===== src/rtl/hub75_pkg.sv =====
// Shared types and helpers for the HUB75 binary-coded-modulation scanner.
package hub75_pkg;

  typedef enum logic [1:0] {StIdle, StShift, StWait, StLatch} shift_state_e;

  // Channel position inside a lane (R is the most significant group).
  localparam int unsigned ChR = 2;
  localparam int unsigned ChG = 1;
  localparam int unsigned ChB = 0;

  // Width of the OE timer: BLANK dead cycles plus the longest on-time (top plane, full brightness).
  function automatic int unsigned timer_width(int unsigned base_on, int unsigned bits,
                                              int unsigned blank);
    return $clog2(blank + (base_on << (bits - 1)) + 1);
  endfunction

endpackage


===== src/rtl/hub75_oe_timer.sv =====
// Panel OE timer: after a load, holds OE high for the dead cycles, then low for the on cycles.
module hub75_oe_timer #(
  parameter int unsigned TMR_W = 8
) (
  input  logic             clk_in,
  input  logic             rst_n,
  input  logic             i_load,
  input  logic [TMR_W-1:0] i_dead,
  input  logic [TMR_W-1:0] i_on,
  output logic             o_oe,
  output logic             o_busy
);

  logic [TMR_W-1:0] r_cnt;
  logic [TMR_W-1:0] r_on;
  logic             r_oe;
  logic [TMR_W-1:0] w_cnt_dec;

  assign w_cnt_dec = r_cnt - 1'b1;

  // The count runs dead+on down to 0; the last `on` counts drive OE low.
  always_ff @(posedge clk_in) begin
    if (!rst_n) begin
      r_cnt <= '0;
      r_on  <= '0;
      r_oe  <= 1'b1;
    end else if (i_load) begin
      r_cnt <= i_dead + i_on;
      r_on  <= i_on;
      r_oe  <= !((i_dead == '0) && (i_on != '0));
    end else if (r_cnt != '0) begin
      r_cnt <= w_cnt_dec;
      r_oe  <= !((w_cnt_dec != '0) && (w_cnt_dec <= r_on));
    end else begin
      r_oe <= 1'b1;
    end
  end

  assign o_oe   = r_oe;
  assign o_busy = (r_cnt != '0);

endmodule


===== src/rtl/hub75_bcm_driver.sv =====
// HUB75 scanner: shifts one bit plane per pass while the previous plane is displayed, then
// latches it with OE high and starts its plane-weighted, brightness-scaled on-time.
module hub75_bcm_driver
  import hub75_pkg::*;
#(
  parameter int unsigned COLS    = 128,
  parameter int unsigned ROWS    = 32,
  parameter int unsigned BITS    = 8,
  parameter int unsigned LANES   = 2,
  parameter int unsigned BASE_ON = 16,
  parameter int unsigned BLANK   = 2
) (
  input  logic                       clk_in,
  input  logic                       rst_n,
  input  logic                       en,
  input  logic [7:0]                 brightness,
  output logic                       rd_en,
  output logic [$clog2(ROWS)-1:0]    rd_row,
  output logic [$clog2(COLS)-1:0]    rd_col,
  input  logic [LANES*3*BITS-1:0]    rd_data,
  output logic                       clk_disp,
  output logic                       le,
  output logic                       oe,
  output logic [LANES*3-1:0]         sin,
  output logic [$clog2(ROWS)-1:0]    abcde,
  output logic                       frame_sync
);

  localparam int unsigned ROW_W   = $clog2(ROWS);
  localparam int unsigned COL_W   = $clog2(COLS);
  localparam int unsigned PLANE_W = (BITS > 1) ? $clog2(BITS) : 1;
  localparam int unsigned T_W     = $clog2(2 * COLS + 1);
  localparam int unsigned TMR_W   = timer_width(BASE_ON, BITS, BLANK);
  localparam int unsigned LANE_W  = 3 * BITS;

  localparam logic [T_W-1:0]     TLast     = T_W'(2 * COLS);
  localparam logic [COL_W-1:0]   ColLast   = COL_W'(COLS - 1);
  localparam logic [PLANE_W-1:0] PlaneLast = PLANE_W'(BITS - 1);
  localparam logic [ROW_W-1:0]   RowLast   = ROW_W'(ROWS - 1);

  shift_state_e        r_state;
  logic [T_W-1:0]      r_t;
  logic [PLANE_W-1:0]  r_plane;
  logic [ROW_W-1:0]    r_row;
  logic [ROW_W-1:0]    r_abcde;
  logic [COL_W-1:0]    r_rd_col;
  logic                r_rd_en;
  logic                r_clk_disp;
  logic                r_le;
  logic                r_frame_sync;
  logic [LANES*3-1:0]  r_sin;

  logic [COL_W-1:0]    w_col;
  logic [PLANE_W-1:0]  w_plane_next;
  logic [ROW_W-1:0]    w_row_next;
  logic [31:0]         w_bright_p1;
  logic [31:0]         w_on_full;
  logic [LANES*3-1:0]  w_sin;
  logic                w_load;
  logic                w_busy;
  logic                w_oe;

  assign w_col        = COL_W'(r_t >> 1);
  assign w_plane_next = (r_plane == PlaneLast) ? '0 : r_plane + 1'b1;
  assign w_row_next   = (r_plane != PlaneLast) ? r_row :
                        (r_row == RowLast)     ? '0    : r_row + 1'b1;

  assign w_bright_p1  = {24'd0, brightness} + 32'd1;
  assign w_on_full    = ((BASE_ON * w_bright_p1) >> 8) << r_plane;

  for (genvar l = 0; l < LANES; l++) begin : g_lane
    logic [LANE_W-1:0] w_lane_bits;
    assign w_lane_bits          = rd_data[l*LANE_W +: LANE_W] >> r_plane;
    assign w_sin[l*3 + ChR]     = w_lane_bits[ChR*BITS];
    assign w_sin[l*3 + ChG]     = w_lane_bits[ChG*BITS];
    assign w_sin[l*3 + ChB]     = w_lane_bits[ChB*BITS];
  end

  assign w_load = (r_state == StLatch);

  hub75_oe_timer #(
    .TMR_W (TMR_W)
  ) u_oe_timer (
    .clk_in (clk_in),
    .rst_n  (rst_n),
    .i_load (w_load),
    .i_dead (TMR_W'(BLANK)),
    .i_on   (TMR_W'(w_on_full)),
    .o_oe   (w_oe),
    .o_busy (w_busy)
  );

  // Even t issues the next column read and drops clk_disp; odd t captures the column and raises it.
  always_ff @(posedge clk_in) begin
    if (!rst_n) begin
      r_state      <= StIdle;
      r_t          <= '0;
      r_plane      <= '0;
      r_row        <= '0;
      r_abcde      <= '0;
      r_rd_col     <= '0;
      r_rd_en      <= 1'b0;
      r_clk_disp   <= 1'b0;
      r_le         <= 1'b0;
      r_frame_sync <= 1'b0;
      r_sin        <= '0;
    end else begin
      r_rd_en      <= 1'b0;
      r_le         <= 1'b0;
      r_frame_sync <= 1'b0;
      case (r_state)
        StIdle: begin
          if (en) begin
            r_state    <= StShift;
            r_t        <= '0;
            r_rd_en    <= 1'b1;
            r_rd_col   <= '0;
            r_clk_disp <= 1'b0;
          end
        end
        StShift: begin
          r_t <= r_t + 1'b1;
          if (r_t == TLast) begin
            r_state    <= StWait;
            r_clk_disp <= 1'b0;
          end else if (!r_t[0]) begin
            r_clk_disp <= 1'b0;
            if (w_col != ColLast) begin
              r_rd_en  <= 1'b1;
              r_rd_col <= w_col + 1'b1;
            end
          end else begin
            r_sin      <= w_sin;
            r_clk_disp <= 1'b1;
          end
        end
        StWait: begin
          // Latching only once OE is back high keeps row changes invisible.
          if (!w_busy) begin
            if (en) begin
              r_state <= StLatch;
              r_le    <= 1'b1;
              if (r_plane == '0) begin
                r_abcde      <= r_row;
                r_frame_sync <= (r_row == '0);
              end
            end else begin
              r_state <= StIdle;
              r_plane <= '0;
              r_row   <= '0;
            end
          end
        end
        StLatch: begin
          r_state    <= StShift;
          r_t        <= '0;
          r_rd_en    <= 1'b1;
          r_rd_col   <= '0;
          r_clk_disp <= 1'b0;
          r_plane    <= w_plane_next;
          r_row      <= w_row_next;
        end
        default: r_state <= StIdle;
      endcase
    end
  end

  assign rd_en      = r_rd_en;
  assign rd_row     = r_row;
  assign rd_col     = r_rd_col;
  assign clk_disp   = r_clk_disp;
  assign le         = r_le;
  assign oe         = w_oe;
  assign sin        = r_sin;
  assign abcde      = r_abcde;
  assign frame_sync = r_frame_sync;

endmodule


===== config.mk =====
export PLATFORM = sky130hd
export DESIGN_NAME = hub75_bcm_driver
export DESIGN_NICKNAME = d
export VERILOG_FILES = /design/src/rtl/hub75_pkg.sv /design/src/rtl/hub75_oe_timer.sv /design/src/rtl/hub75_bcm_driver.sv
export SDC_FILE = /design/constraint.sdc
export NUM_CORES = 1
export LEC_CHECK = 0
export CORE_UTILIZATION = 35
export DETAILED_ROUTE_END_ITERATION = 16
export SYNTH_ARGS = -nofsm -noshare
export SYNTH_HDL_FRONTEND = slang
export SYNTH_SLANG_ARGS = --single-unit

===== constraint.sdc =====
create_clock -name clk_in -period 6 [get_ports clk_in]
set_input_delay 1.2 -clock clk_in [delete_from_list [all_inputs] [get_ports clk_in]]
set_output_delay 1.2 -clock clk_in [all_outputs]
set_load 0.1 [all_outputs]

* After elaboration in Yosys (flattened, before gate mapping)
Cells that the tools add are included.
** Storage, ports and cells
- Register bits :: 66
- Input port bits :: 59
- Output and inout port bits :: 28
- Logic and storage cells :: 99
** Operators by class
- Add/subtract/negate cells :: 7
- Magnitude comparators :: 1
- Equal/unequal tests :: 16
- Shift operators :: 3
- Muxes and demuxes :: 32
- Bitwise logic cells :: 6
- Reductions and logical operators :: 20
** Operators with widths (count)
- $shr A24 B3 Y17 :: 2
- $mux W7 :: 4
- $pmux W9 S3 :: 1
- $mux W12 :: 2
- $reduce_bool A12 Y1 :: 2
- $pmux W7 S3 :: 1
- $mux W5 :: 4
- $ne A2 B2 Y1 const B :: 8
- $add A2 B12 Y12 const A :: 1
- $le A12 B12 Y1 :: 1
- $shl A5 B3 Y12 :: 1
- $sub A12 B1 Y12 const B :: 1
- $pmux W5 S2 :: 1
- $add A8 B1 Y9 const B :: 1
- $add A9 B1 Y9 const B :: 1
- $eq A9 B9 Y1 const B :: 1
- $mux W3 :: 3
- $mux W9 :: 1
- $reduce_and A3 Y1 :: 3
- $mux W2 :: 4
- $pmux W2 S4 :: 1
- $reduce_and A4 Y1 :: 2
- $add A7 B1 Y7 const B :: 1
- $mux W1 :: 7
- 22 further kinds :: 31

* Logic depth before layout (Yosys ltp)
Gate-level depths: netlist of run 1.
- Depth after elaboration :: 5
- Depth in mapped cells :: 13
- Mapped depth without buffers :: 13

* Cells and area by module
Synthesis of run 1 repeated with hierarchy kept, for this count alone.
** Second synthesis, totals
- Cells, all modules :: 547
- Area, all modules :: 4732.0 µm²
** By module, submodules not included
- hub75_bcm_driver :: times used 1, cells each 298, area an instance 2598.7 µm², seq. area each 820.8 µm²
- hub75_oe_timer :: times used 1, cells each 249, area an instance 2133.3 µm², seq. area each 500.5 µm²

* Worst setup path before layout of run 1
No wires, ideal clock.
- Path kind :: input port to flip-flop
- Start point :: in brightness[0]
- End point :: reg u_oe_timer.r_cnt[5]
- Library setup time :: 93 ps
- Arrival :: 3274 ps
- Setup slack :: 2634 ps
- Stages :: 9
- Path buffers :: 1
- Cells stage by stage :: and4_1 -> buf_2 -> xnor2_1 -> a211o_1 -> nor3_1 -> ha_1 -> or3b_2 -> xnor2_1 -> o32ai_1
** On the way
- Longest elaborated chain between the ends :: 4
** Ends and longest elaborated chain
- start, declared :: line hub75_bcm_driver.sv:16 : input logic [7:0] brightness,
- $add A8 B1 Y9 :: line hub75_bcm_driver.sv:68 : assign w_bright_p1 = {24'd0, brightness} + 32'd1;
- $shl A5 B3 Y12 :: line hub75_bcm_driver.sv:69 : assign w_on_full = ((BASE_ON * w_bright_p1) >> 8) << r_plane;
- via u_oe_timer.i_on[1] :: line hub75_oe_timer.sv:9 : input logic [TMR_W-1:0] i_on,
- $add A2 B12 Y12 :: line hub75_oe_timer.sv:28 : r_cnt <= i_dead + i_on;
- $mux W12 :: line hub75_oe_timer.sv:27 : end else if (i_load) begin
- end signal, assigned :: line hub75_oe_timer.sv:28
- end signal, assigned :: line hub75_oe_timer.sv:32 : r_cnt <= w_cnt_dec;
- end, declared :: line hub75_oe_timer.sv:14 : logic [TMR_W-1:0] r_cnt;
The timed path passes the listed nets, and every way through them passes these cells.
A chain may end at the register's enable or synchronous reset.

* Final worst setup path of run 1
- Start point :: in brightness[1]
- End point :: reg u_oe_timer.r_cnt[5]
The elaborated chain is that of the path after synthesis.

==> metrics.csv, run 1 <==
metric,value,unit
status,finished clean,
"commonest non-fill, non-tap cells in the layout","clkdlybuf4s50_1, dfxtp_1, nor2_1, nand2_1, a21oi_1",
global-route usage over all layers,18.1,%
CP most frequent cell,xnor2_1,
Syn Area/Cell,8.36,µm²
max-slew violations,0,
"flops & latches, synth",66,
Crit. End Element,flop,
Yosys warning count,0,
relative slew slack,33.5,%
largest net degree at the start of global routing,54,
iteration-0 DRC count of the detailed router,213,
pwr dens,370,nW/µm²
Lkg Pwr,2.02,nW
ys async rst share,0,%
GRT Residual Overflow,0,
Via Count,3782,
worst hold path type,flop to flop,
Main synth FF type,dfxtp_1,
CTS Root Buffer Type,clkbuf_16,
hold endpoint,rd_col[6],
die area,12300,µm²
Starting Density,36.2,%
die height,111,µm
RSZ-0062 raised after global routing,false,
Remaining DRCs,0,
Fmax achieved,0.271,GHz
Worst Hold Launch,rd_col[6],
number of global-route vias before repair,3686,
fin util,47.4,%
drt total wl,10600,µm
min Tclk post-route,3.69,ns
Max Buffers Root-to-Sink,2,
antenna cells,0,
TritonCTS sink count,66,
sum of negative setup slack,0,ns
Crit path arrival time,3.92,ns
Setup Skew,0.00657,ns
"Reg clk slew, reported paths",0.06,ns
Final Wtd Congestion,0.833,
Peak VDD IR,247,µV
DIE WIDTH,111,µm
post-cts resize count,0,
clk_lat worst skew,0.34,ns
CP max stage delay,0.47,ns
DP HPWL,7830,µm
total power,2.01,mW
Synth Instances,496,
r2r setup slk,3.02,ns
worst path bufs/invs,1,
post-CTS setup buffer count,0,
crit path kind,input port to flop,
hold buffer count at cts,0,
Reg2Reg Depth,10,
hold slack,0.457,ns
critical path data required time,6.23,ns
first-pass iteration count of the detailed router,5,
wire per inst,14.8,µm
"Net Count, Synth",584,
I/O pins,87,
"most common cell after layout, fill and taps aside",clkdlybuf4s50_1,
Via density,5.27,
critical-path cell list,clkdlybuf4s50_1 -> and4_1 -> xnor2_1 -> a211o_1 -> nor3_1 -> ha_1 -> or3b_2 -> xnor2_1 -> o32ai_1,
crit-path max FO,6,
layout net count,658,
Routed Antenna Nets,0,
CP startpoint kind,input port,
initial antenna violation count,0,
# rows,39,
Final Hold Viols,0,
crit-path leading delay family,simple AND/OR/NAND/NOR gates,
Worst R2R End,u_oe_timer.o_oe,
first-pass GRT wire length,17900,µm
CTS tree,built,
Post-synth EDFFs,0,
Tcrit/Tclk final,61.4,%
Layout fillers,1113,
cts bufs inserted,9,
synth unique cells,57,
"Cell Area, Synth",4150,µm²
IO Port Bufs,86,
Area Overhead vs Synth,30.9,%
Max Cap Violations,0,
setup violators final,0,
worst flop-to-flop path startpoint,u_oe_timer.r_cnt[3],
core region area,11500,µm²
share of post-route cells with drive strength above 1,7.48,%
Least-Margin Pin Slew,0.994,ns
register area share after synthesis,31.8,%
number of H-tree levels,3,
crit path max-delay cell type,clkdlybuf4s50_1,
hold path depth,2,
==> registers in the layout, summed over array words and instances, names as in the netlist, 3 cells and up <==
register and count:
r_t 9, rd_col 7, u_oe_timer.r_cnt 12, abcde 5, r_plane 3, rd_row 5, sin 6, u_oe_timer.r_on 12
==> power breakdown <==
part,internal (mW),switching (mW),leakage (nW)
Clock,0.365,0.205,0.153
Sequential,0.492,0.0544,0.535
Combinational,0.372,0.519,1.34
==> logic make-up (layout without fill, tap and decap cells) <==
family,Yosys count,count (layout),share of synthesized area (%)
and+or+nand+nor,195,195,23.2
AOI/OAI and AO/OA,96,96,15.5
DFF,66,66,31.8
buffers and inverters,58,137,5.40
xor gates and xnor gates,30,30,6.33
adders and majority gates,29,29,8.75
muxes,22,22,8.93
==> tightest hold or removal path: stages, from the launching register on <==
cell and delay, ns:
dfxtp_1 0.31, nand2_1 0.05, a21oi_1 0.05
==> how the worst max path moves through the flow <==
stage / depth (start not counted) / endpoint / from / slack (ns)
2_1_floorplan: 9 / u_oe_timer.r_cnt[5] / brightness[0] / 2.63
3_3_place_gp: 9 / u_oe_timer.r_cnt[5] / brightness[0] / 2.08
3_5_place_dp: 9 / u_oe_timer.r_cnt[5] / brightness[1] / 2.00
4_1_cts: 9 / u_oe_timer.r_cnt[5] / brightness[1] / 2.35
5_1_grt: 9 / u_oe_timer.r_cnt[5] / brightness[0] / 2.04
6_report: 9 / u_oe_timer.r_cnt[5] / brightness[1] / 2.31
==> synthesized netlist by cell type, drive strengths merged, types with 7 or more instances <==
library cell  count  area (µm²)
mux4             12         270
nor3              9        45.0
nand2            53         199
nand4             8        50.1
inv              30         113
xor2             15         131
clkbuf           21        78.8
o21ai            18        90.1
dfxtp            66        1320
xnor2            15         131
and3             11        68.8
nor4              7        43.8
mux2i            10         100
a311oi            7        67.6
ha               29         363
nand3            12        65.1
a21oi            36         180
nor2             65         244
==> cell type report <==
cell class	count	area, µm²	share of cell area (%)
Clock buffer	10	229	4.22
Clock inverter	6	90.1	1.66
Tap cell	143	179	3.29
Sequential cell	66	1320	24.3
Inverter	31	116	2.14
Multi-Input combinational cell	372	2600	47.9
Timing Repair Buffer	90	891	16.4
==> per-stage QoR <==
stage | std cells | cell area [µm²] | setup WS, ns
detailed placement | 702 | 5110 | 2.00
CTS | 718 | 5430 | 2.35
global route | 718 | 5430 | 2.04
floorplan | 496 | 4150 | 2.63
finish | 718 | 5430 | 2.31
global placement | 702 | 5110 | 2.08
==> metal layers <==
| layer | up-vias | track usage, % | part of all wire, % |
|---|---|---|---|
| met5 | - | 0 | 0 |
| met4 | 0 | 7.11 | 2.2 |
| met3 | 18 | 3.99 | 3.7 |
| met2 | 90 | 30.4 | 47 |
| met1 | 1771 | 22.3 | 47 |
| li1 | 1903 | - | - |
(Power assumes the default switching activity.)
==> run 2: changes to the inputs <==
==> constraint.sdc (replaced) <==
create_clock -name clk_in -period 3 [get_ports clk_in]
set_input_delay 0.6 -clock clk_in [delete_from_list [all_inputs] [get_ports clk_in]]
set_output_delay 0.6 -clock clk_in [all_outputs]
set_load 0.1 [all_outputs]
==> run 2 against run 1 <==
Cell count increased by 3.2%. Via count increased by 1.1%. Sequential share of layout area decreased by 0.38 points. Core utilization grew 0.74 points. Critical path type is now flop to flop. Largest power group unchanged. Highest routed layer unchanged.
==> metrics.csv, run 2 (same netlist as run 1, synthesis figures left out) <==
metric,value,unit
Crit. End Element,flop,
Crit path arrival time,3.02,ns
global-route usage over all layers,18.5,%
Fmax achieved,0.356,GHz
TritonCTS sink count,66,
min Tclk post-route,2.81,ns
critical path data required time,3.22,ns
r2r setup slk,0.19,ns
max-slew violations,0,
Via Count,3824,
Reg2Reg Depth,11,
"Reg clk slew, reported paths",0.05,ns
Lkg Pwr,2.18,nW
DIE WIDTH,111,µm
Area Overhead vs Synth,32.9,%
Tcrit/Tclk final,93.6,%
number of H-tree levels,3,
"commonest non-fill, non-tap cells in the layout","dfxtp_1, nor2_1, clkdlybuf4s50_1, buf_4, nand2_1",
sum of negative setup slack,0,ns
Via density,5.16,
crit path max-delay cell type,or3_1,
worst flop-to-flop path startpoint,u_oe_timer.r_cnt[3],
CTS tree,built,
Routed Antenna Nets,0,
wire per inst,14.8,µm
Least-Margin Pin Slew,0.628,ns
first-pass iteration count of the detailed router,4,
hold buffer count at cts,0,
"most common cell after layout, fill and taps aside",dfxtp_1,
setup violators final,0,
share of post-route cells with drive strength above 1,15.9,%
worst hold path type,flop to flop,
Worst R2R End,u_oe_timer.o_oe,
core region area,11500,µm²
cts bufs inserted,9,
antenna cells,0,
CP max stage delay,0.40,ns
biggest regs,"u_oe_timer.r_cnt (12), u_oe_timer.r_on (12), r_t (9)",
fin util,48.1,%
layout net count,682,
Setup Skew,0.00694,ns
Starting Density,36.2,%
RSZ-0062 raised after global routing,false,
die height,111,µm
Max Cap Violations,0,
drt total wl,11000,µm
relative slew slack,57.7,%
GRT Residual Overflow,0,
die area,12300,µm²
CTS Root Buffer Type,clkbuf_16,
initial antenna violation count,0,
Worst Hold Launch,rd_col[6],
first-pass GRT wire length,18500,µm
crit path kind,flop to flop,
critical-path cell list,or3_1 -> or3_4 -> nor3_1 -> buf_4 -> nand2_1 -> xnor2_1 -> ha_1 -> nand2_1 -> nor4_1 -> a21oi_1 -> a211o_1,
Setup Slack @ Placement,-0.0960,ns
CP startpoint kind,flop,
clk_lat worst skew,0.34,ns
CP most frequent cell,nand2_1,
# rows,39,
placed insts,724,
Final Wtd Congestion,0.836,
slack of the critical path,0.193,ns
total power,4.09,mW
crit-path max FO,5,
number of global-route vias before repair,3770,
status,finished clean,
Remaining DRCs,0,
Layout fillers,1098,
hold endpoint,rd_col[6],
hold path depth,2,
I/O pins,87,
Peak VDD IR,445,µV
pwr dens,741,nW/µm²
crit-path leading delay family,simple AND/OR/NAND/NOR gates,
"non-filler cells, final",741,
iteration-0 DRC count of the detailed router,192,
IO Port Bufs,86,
Final Hold Viols,0,
largest net degree at the start of global routing,29,
Max Buffers Root-to-Sink,2,
worst path bufs/invs,1,
DP HPWL,8410,µm
[run 2: repair_timing]
action                     in CTS  in global routing
resized for setup               0                  1
setup buffers                   0                  2
setup endpoints to repair       0                  1
[run 2: layout make-up]
type                       count  area, µm²  share of cell area [%]
clock buffer                  10        239                    4.33
timing repair buffer         114       1000                    18.1
inverter                      31        116                    2.11
multi-input combinational    372       2600                    47.2
sequential                    66       1320                    24.0
clock inverter                 5       55.1                   0.998
tap                          143        179                    3.24
[run 2: power by group]
part	total, mW	internal [mW]	switching, mW	leakage [nW]
clock network	1.05	0.658	0.394	0.140
registers	1.10	0.985	0.112	0.535
logic	1.94	0.862	1.07	1.51
[run 2: through the flow]
step | cell area [µm²] | hold slack (ns)
6_report | 5520 | 0.451
3_3_place_gp | 5210 | 0.442
4_1_cts | 5500 | 0.455
2_1_floorplan | 4150 | 0.445
5_1_grt | 5520 | 0.480
3_5_place_dp | 5210 | 0.449
[run 2: worst max-delay path by stage]
stage                        start                   to  slack [ns]  depth (start not counted)
2_1_floorplan        brightness[0]  u_oe_timer.r_cnt[5]        0.23                          9
6_report       u_oe_timer.r_cnt[3]      u_oe_timer.o_oe        0.19                         11
4_1_cts        u_oe_timer.r_cnt[3]      u_oe_timer.o_oe        0.16                         11
3_5_place_dp         brightness[1]  u_oe_timer.r_cnt[5]        -0.1                          9
5_1_grt        u_oe_timer.r_cnt[3]      u_oe_timer.o_oe        0.02                         11
3_3_place_gp         brightness[0]  u_oe_timer.r_cnt[5]       -0.04                          9
[run 2: worst reg2reg max path: stages, from the launching register on]
cell and delay, ns:
dfxtp_1 0.34, or3_1 0.40, or3_4 0.39, nor3_1 0.15
buf_4 0.15, nand2_1 0.07, xnor2_1 0.16, ha_1 0.31
nand2_1 0.08, nor4_1 0.28, a21oi_1 0.07, a211o_1 0.30
[run 2: routing by layer]
metal | part of all wire [%] | up-vias | wire [µm] | GRT usage, %
li1 | - | 1943 | - | -
met1 | 46 | 1785 | 5030 | 23.5
met2 | 49 | 83 | 5380 | 31.4
met3 | 3.7 | 13 | 403 | 4.16
met4 | 1.6 | 0 | 173 | 5.33
met5 | 0 | - | 0 | 0
